[src/rtl/priority_decoder_seq_if.sv]
// Code-in / vector-out handshake bundle for priority_decoder_seq.
// ERR is present only when INVALID_CODE_ERR_EN is defined.
interface priority_decoder_seq_if;
   logic [3:0]  CODE;
   logic        CODE_VALID;
   logic        CODE_LAST;
   logic        CODE_READY;
   logic [11:0] ONEHOT;
   logic [11:0] VEC;
   logic        VEC_VALID;
   logic        VEC_READY;
   logic [3:0]  CNT;
`ifdef INVALID_CODE_ERR_EN
   logic        ERR;

   modport master (
      output CODE, CODE_VALID, CODE_LAST, VEC_READY,
      input  CODE_READY, ONEHOT, VEC, VEC_VALID, CNT, ERR
   );

   modport slave (
      input  CODE, CODE_VALID, CODE_LAST, VEC_READY,
      output CODE_READY, ONEHOT, VEC, VEC_VALID, CNT, ERR
   );
`else
   modport master (
      output CODE, CODE_VALID, CODE_LAST, VEC_READY,
      input  CODE_READY, ONEHOT, VEC, VEC_VALID, CNT
   );

   modport slave (
      input  CODE, CODE_VALID, CODE_LAST, VEC_READY,
      output CODE_READY, ONEHOT, VEC, VEC_VALID, CNT
   );
`endif
endinterface

[src/rtl/priority_decoder_seq.sv]
// Collects a frame of encoded request indices into a 12-bit request vector.
// Optional sticky invalid-code flag ERR is enabled by defining INVALID_CODE_ERR_EN.
module priority_decoder_seq (
   input logic                  clk,
   input logic                  rst,
   priority_decoder_seq_if.slave bus
);

   typedef enum logic [1:0] {
      IDLE    = 2'd0,
      COLLECT = 2'd1,
      EMIT    = 2'd2
   } state_t;

   state_t      state;
   state_t      state_next;
   logic        ready;
   logic        accept;
   logic        release_vec;
   logic [11:0] code_dec;
   logic [11:0] acc;
   logic [3:0]  frame_cnt;
   logic [3:0]  frame_cnt_inc;
   logic [11:0] onehot;
   logic [11:0] vec;
   logic [3:0]  cnt;
   logic        vec_valid;

   // Codes outside 1..12 (including 0) decode to nothing.
   function automatic logic [11:0] decode(input logic [3:0] c);
      if (c >= 4'd1 && c <= 4'd12)
         decode = 12'd1 << (c - 4'd1);
      else
         decode = 12'd0;
   endfunction

   assign code_dec      = decode(bus.CODE);
   assign accept        = bus.CODE_VALID && ready;
   assign release_vec   = (state == EMIT) && bus.VEC_READY;
   assign frame_cnt_inc = (frame_cnt == 4'd15) ? 4'd15 : frame_cnt + 4'd1;

   always_ff @(posedge clk) begin
      if (rst)
         state <= IDLE;
      else
         state <= state_next;
   end

   always_comb begin
      state_next = state;
      ready      = 1'b1;
      case (state)
         IDLE, COLLECT: begin
            if (accept)
               state_next = bus.CODE_LAST ? EMIT : COLLECT;
         end
         EMIT: begin
            ready = 1'b0;
            if (bus.VEC_READY)
               state_next = IDLE;
         end
         default: state_next = IDLE;
      endcase
   end

   // Accept and release never coincide, since nothing is accepted in EMIT.
   always_ff @(posedge clk) begin
      if (rst) begin
         acc       <= '0;
         frame_cnt <= '0;
         onehot    <= '0;
         vec       <= '0;
         cnt       <= '0;
         vec_valid <= 1'b0;
      end else if (accept) begin
         acc       <= acc | code_dec;
         frame_cnt <= frame_cnt_inc;
         onehot    <= code_dec;
         if (bus.CODE_LAST) begin
            vec       <= acc | code_dec;
            cnt       <= frame_cnt_inc;
            vec_valid <= 1'b1;
         end
      end else if (release_vec) begin
         acc       <= '0;
         frame_cnt <= '0;
         vec_valid <= 1'b0;
      end
   end

`ifdef INVALID_CODE_ERR_EN
   logic err;

   always_ff @(posedge clk) begin
      if (rst)
         err <= 1'b0;
      else if (accept && bus.CODE >= 4'd13)
         err <= 1'b1;
   end

   assign bus.ERR = err;
`endif

   assign bus.CODE_READY = ready;
   assign bus.ONEHOT     = onehot;
   assign bus.VEC        = vec;
   assign bus.CNT        = cnt;
   assign bus.VEC_VALID  = vec_valid;

endmodule

[src/flat_wrapper.sv]
// flat-port wrapper written by rule: the top's interface ports become plain ports
module priority_decoder_seq_flat 
  (clk, rst, bus_CODE, bus_CODE_VALID, bus_CODE_LAST, bus_VEC_READY, bus_CODE_READY, bus_ONEHOT, bus_VEC, bus_VEC_VALID, bus_CNT);
  priority_decoder_seq_if bus_i ();
  input logic clk;
  input logic rst;
  input wire logic [$bits(bus_i.CODE)-1:0] bus_CODE;
  input wire logic [$bits(bus_i.CODE_VALID)-1:0] bus_CODE_VALID;
  input wire logic [$bits(bus_i.CODE_LAST)-1:0] bus_CODE_LAST;
  input wire logic [$bits(bus_i.VEC_READY)-1:0] bus_VEC_READY;
  output wire logic [$bits(bus_i.CODE_READY)-1:0] bus_CODE_READY;
  output wire logic [$bits(bus_i.ONEHOT)-1:0] bus_ONEHOT;
  output wire logic [$bits(bus_i.VEC)-1:0] bus_VEC;
  output wire logic [$bits(bus_i.VEC_VALID)-1:0] bus_VEC_VALID;
  output wire logic [$bits(bus_i.CNT)-1:0] bus_CNT;
  assign bus_i.CODE = bus_CODE;
  assign bus_i.CODE_VALID = bus_CODE_VALID;
  assign bus_i.CODE_LAST = bus_CODE_LAST;
  assign bus_i.VEC_READY = bus_VEC_READY;
  assign bus_CODE_READY = bus_i.CODE_READY;
  assign bus_ONEHOT = bus_i.ONEHOT;
  assign bus_VEC = bus_i.VEC;
  assign bus_VEC_VALID = bus_i.VEC_VALID;
  assign bus_CNT = bus_i.CNT;
  priority_decoder_seq u_core (.clk(clk), .rst(rst), .bus(bus_i));
endmodule
[config.mk]
export PLATFORM = sky130hd
export DESIGN_NAME = priority_decoder_seq_flat
export DESIGN_NICKNAME = d
export VERILOG_FILES = /design/src/rtl/priority_decoder_seq_if.sv /design/src/rtl/priority_decoder_seq.sv /design/src/flat_wrapper.sv
export SDC_FILE = /design/constraint.sdc
export NUM_CORES = 1
export LEC_CHECK = 0
export CAP_MARGIN = 40
export CORE_ASPECT_RATIO = 0.9
export CORE_UTILIZATION = 40
export CTS_CLUSTER_SIZE = 14
export DETAILED_ROUTE_END_ITERATION = 8
export DONT_BUFFER_PORTS = 1
export SYNTH_ARGS = -nofsm -noshare
export SYNTH_HDL_FRONTEND = slang
export SYNTH_SLANG_ARGS = --single-unit
export TNS_END_PERCENT = 10
[constraint.sdc]
create_clock -name clk -period 3.4 [get_ports clk]
set_input_delay 0.68 -clock clk [delete_from_list [all_inputs] [get_ports clk]]
set_output_delay 0.68 -clock clk [all_outputs]
set_load 0.02 [all_outputs]
Word-level counts from Yosys, hierarchy flattened
Cells that the tools add are included.

Register bits after elaboration: 47. Latch bits: 0. RAM bits: 0. Bits in read-only memories: 0. Input port bits: 9. Output and inout bits: 30. Memories kept: 0.

$add $sub $neg: 2. Multiply operators: 0. Div/mod/pow operators: 0. $lt $le $gt $ge: 2. Eq/ne operators: 6. Shift operators: 1. Mux-type cells: 14. Bitwise logic cells: 1. Reductions and logical operators: 9.

Operators with widths (number): 12-bit 2-to-1 mux (3); 4-bit 2-to-1 mux (3); 12-bit OR (1); 1-bit by 4-bit << shifter with 12-bit output, first input constant (1); 2-bit 2-to-1 mux (3); 2-bit AND reduction (3); 4-bit by 1-bit adder with 4-bit output, second input constant (1); 4-bit == test, second input constant (1); 4-bit by 1-bit greater-or-equal comparator with 1-bit output, second input constant (1); 4-bit less-or-equal comparator, second input constant (1); 1-bit 2-to-1 mux (4); 2-bit inequality test, second input constant (2); 2-bit one-hot mux with 2 select lines (1); 4-bit by 1-bit subtractor with 4-bit output, second input constant (1); 1-bit logical AND (3); 2-bit by 1-bit == test with 1-bit output, second input constant (1); 2-bit == test, second input constant (1); 2-bit logical NOT (1); 2-bit by 1-bit inequality test with 1-bit output, second input constant (1); 2-bit nonzero test (1); 2-bit OR reduction (1).

Depth between registers and ports, before layout
Word-level depth: 5. Depth in mapped cells: 5. Gate-level depth less buffers: 4.

Worst setup path before layout
Ideal clock, no wire load.

Path type: in2reg. Start point: in bus_CODE_VALID. End point: reg u_core.vec[10], in the netlist u_core.bus.VEC[10]. Setup time: 0.132 ns. Arrival time: 1.344 ns. Required time: 3.268 ns. Setup slack: 1.924 ns. Cell stages on the path: 5. Cell sequence: buf_4 > nand2_2 > buf_2 > nor4_1 > nor3_1.

Longest elaborated chain between the ends: 2.

RTL lines: start, declared (RTL line flat_wrapper.sv:8) `input wire logic [$bits(bus_i.CODE_VALID)-1:0] bus_CODE_VALID;`; 1-bit logical AND (RTL line priority_decoder_seq.sv:38) `assign accept = bus.CODE_VALID && ready;`; 2-bit AND reduction (no line); end signal, assigned (RTL line priority_decoder_seq.sv:80) `vec <= acc | code_dec;`; end, declared (RTL line priority_decoder_seq.sv:25) `logic [11:0] vec;`.

No other way between the ends. A chain may end at the register's enable or synchronous reset.

Worst setup path in the final report
Start point: reg u_core.state[1]. End point: out bus_CODE_READY.

Longest elaborated chain between the ends: 2.

RTL lines: start, declared (RTL line priority_decoder_seq.sv:15) `state_t state;`; start signal, assigned (RTL line priority_decoder_seq.sv:46) `state <= state_next;`; 2-bit == test (RTL line priority_decoder_seq.sv:52) `case (state)`; 1-bit 2-to-1 mux (RTL line priority_decoder_seq.sv:52); end, declared (RTL line flat_wrapper.sv:11) `output wire logic [$bits(bus_i.CODE_READY)-1:0] bus_CODE_READY;`.

No other way between the ends.

==> results.md <==
* WP buf/inv at 1
* DRT Pass-1 Iters at 4
* Max Freq at 521 MHz
* HP Start: u_core.acc[1]
* DRT iter0 DRCs at slightly below 60
* Sink Count at 47
* Syn nets at about 230
* Global-route wire length before repair at roughly 8 mm
* Vias in the first global route at around 1600
* Max stage delay on crit path at between 400 and 500 ps
* Commonest non-fill, non-tap cell in the layout: dfxtp_1
* Worst Path Arrival at between 1000 and 1500 ps
* Initial antenna violation count at 0
* Row count at 24
* Sequential-to-total area share from yosys stat at 47.0%
* Slew @ Worst Pin at around 630 ps
* Setup TNS at 0 ps
* Fraction of registers with async set/reset at 0%
* Most frequent cells in the layout: dfxtp_1 (47), a21oi_1 (43), o21ai_0 (14)
* Placer Congestion at 0.753
* WP depth at 2
* Dpl cell area at 1980 um^2
* Top_reg_cell synth: dfxtp_1
* CP Launch Point: u_core.state[1]
* Vias/cell at ~5.8
* Root Buffer Master: clkbuf_8
* Number of buffers added on ports at 0
* Synth Instances at between 200 and 250
* Worst Setup EP: bus_CODE_READY
* Combinational cell fraction of total power at about 7.4%
* Mapped cell area at approximately 2000 um^2
* Slowest-stage cell, CP: inv_2
* Leading area contributor after synthesis: dfxtp_1
* Leak pwr at ~0.69 nW
* Reg2Reg Depth at 4
* Netlist cell types at 43
* Num CTS Buffers at 5
* Pin count of the biggest net entering global routing at 39
* PostCTS Resize Cnt at 0
* Layout cells sized above 1 at 10.8%
* Placement Setup Slack at between 1500 and 2000 ps
* Int Pwr at about 840 uW
* Worst-Skew Late Latency at 300 ps
* Die height at 69.1 um
* DP Wirelength at roughly 3 mm
* Total power draw at approximately 1.1 mW
* Setup Buffers After CTS at 0
* Mean Syn Cell Area at 8.93 um^2
* Final setup margin at 1480 ps
* Post-route ant nets at 0
* Post-route cell area at 2100 um^2
* YS warnings at 0
* Crit end category: output pin
* Gr usage total at around a fifth
* Reg2Reg Launch Point: u_core.state[1]
* Placed cells at ~270
* Number of inserted diodes at 0
* Cell family with most CP delay: buffers and inverters
* Final Skew at 6.99 ps
* Final Hold Fails at 0
* Fin nets at about 220
* Grt total ovfl at 0
* Setup CP Type: reg2out
* Die X at ~77 um
* EDFF count, synth at 0
* Drt wl/cell at 17.0 um
* CP Launch Type: register
* Unrepaired setup endpoints after global routing: no
* #FFs+latches synth at 47
* IO Count at 39
* Clock H-tree levels at 2
* Final Max Slew Viols at 0
* DRC viols at 0
* CORE AREA at slightly below 5000 um^2
* Crit-path max FO at 33
* CTS max path bufs at 2
* VDD IR max at 0.000259 V
* Final period utilization at a little under three fifths
* Final Critical Period at between 1500 and 2000 ps
* CTS tree: built
* Area growth, synth to finish at 4.82%
* Status: finished clean
* Synth top area share at a little under half
* Reg clk slew, reported paths at roughly 80 ps
* Critical Path, Cell by Cell: nor2b_4, inv_2
* Final WL at between 4 and 5 mm
* Sequential Power Share at between 50% and 60%
* Clk pwr share at 38.1%
* Worst R2R Setup Slack at 1910 ps
* Routed vias at ~1600
* Switch Pwr at ~270 uW
* Switching share of power at between 20% and 30%
* Post-CTS Hold Buffers at 0
* Critical Path RT at about 2700 ps
* Initial Util at around two fifths
* Non-Filler Instances at around 280
* # Max-Cap Violations at 0
* R2R Path End: u_core.acc[9]
* Die area at 5290 um^2
* Pwr per Cell Area at ~530 nW/um^2
* Max-Slew Margin vs Limit at 57.9%
* Final setup viols at 0
* Hold Crit Class: reg2reg
* Largest cells by area after synthesis: dfxtp_1 (47%), a21oi_1 (11%), o21ai_0 (3.5%)
[worst min path at each step]
stage,to,slack [ps],cells past startpoint
5_1_grt,u_core.acc[7],430,1
4_1_cts,u_core.bus.CNT[1],430,1
2_1_floorplan,u_core.acc[0],430,2
6_report,u_core.acc[1],450,2
3_3_place_gp,u_core.acc[1],430,2
3_5_place_dp,u_core.acc[4],440,2
[kinds of logic after synthesis]
logic type | Yosys count | synth area share [%]
compound gates | 76 | 22.2
fa+ha+maj | 1 | 0.625
buf+inv | 32 | 7.57
flops | 47 | 47.0
simple gates | 68 | 22.6
[state kept, by name (all words and copies together), names as in the netlist]
register,flops
u_core.frame_cnt,4
u_core.bus.VEC_VALID,1
u_core.acc,12
u_core.bus.ONEHOT,12
u_core.state,2
u_core.bus.CNT,4
u_core.bus.VEC,12
[layer usage]
layer  vias up  global-route usage, %  wire (um)
met5         -                      0          0
met1       768                   23.8       2190
met2        32                   31.1       2220
li1        799                      -          -
met4         0                   6.41         65
met3         7                   5.43        244
[Yosys cell counts, types with 2 or more instances]
master / number
buf_2: 11
nor4_1: 11
dfxtp_1: 47
and3_1: 2
and4bb_2: 5
a32o_1: 3
a31oi_1: 3
clkbuf_2: 2
nand4_1: 3
o21ai_0: 14
a211oi_1: 4
a21oi_1: 43
clkbuf_1: 5
and4b_1: 2
o211ai_1: 3
inv_2: 2
nor4b_2: 2
buf_4: 2
nor2b_1: 3
inv_1: 9
nand2_1: 2
nor2_1: 6
nor3_1: 11
nand3_1: 9
and2_1: 2
[worst min-delay path, stage by stage (launching register included)]
cell and delay, ps:
dfxtp_1 320, inv_1 50, a21oi_1 50
[power by group through the flow]
stage          Clock (mW)  Sequential, mW  Combinational [mW]
6_report            0.422           0.604              0.0816
5_1_grt             0.449           0.607              0.0921
4_1_cts             0.431           0.604              0.0817
3_5_place_dp            0           0.617              0.0812
3_3_place_gp            0           0.616              0.0812
2_1_floorplan           0           0.612              0.0846
[final cells by class]
type	count	area, um^2
Timing Repair Buffer	1	7.51
Clock buffer	6	82.6
Sequential cell	47	941
Fill cell	485	2740
Multi-Input combinational cell	145	908
Inverter	11	41.3
Clock inverter	2	35.0
Tap cell	65	81.3
[through the flow]
stage               hold WS, ps  util [%]
floorplan                   425         -
global placement            432      40.9
detailed placement          438      40.9
CTS                         428      43.4
global route                426      43.4
finish                      449      43.4
No activity file was read; power rests on OpenSTA's default activity.
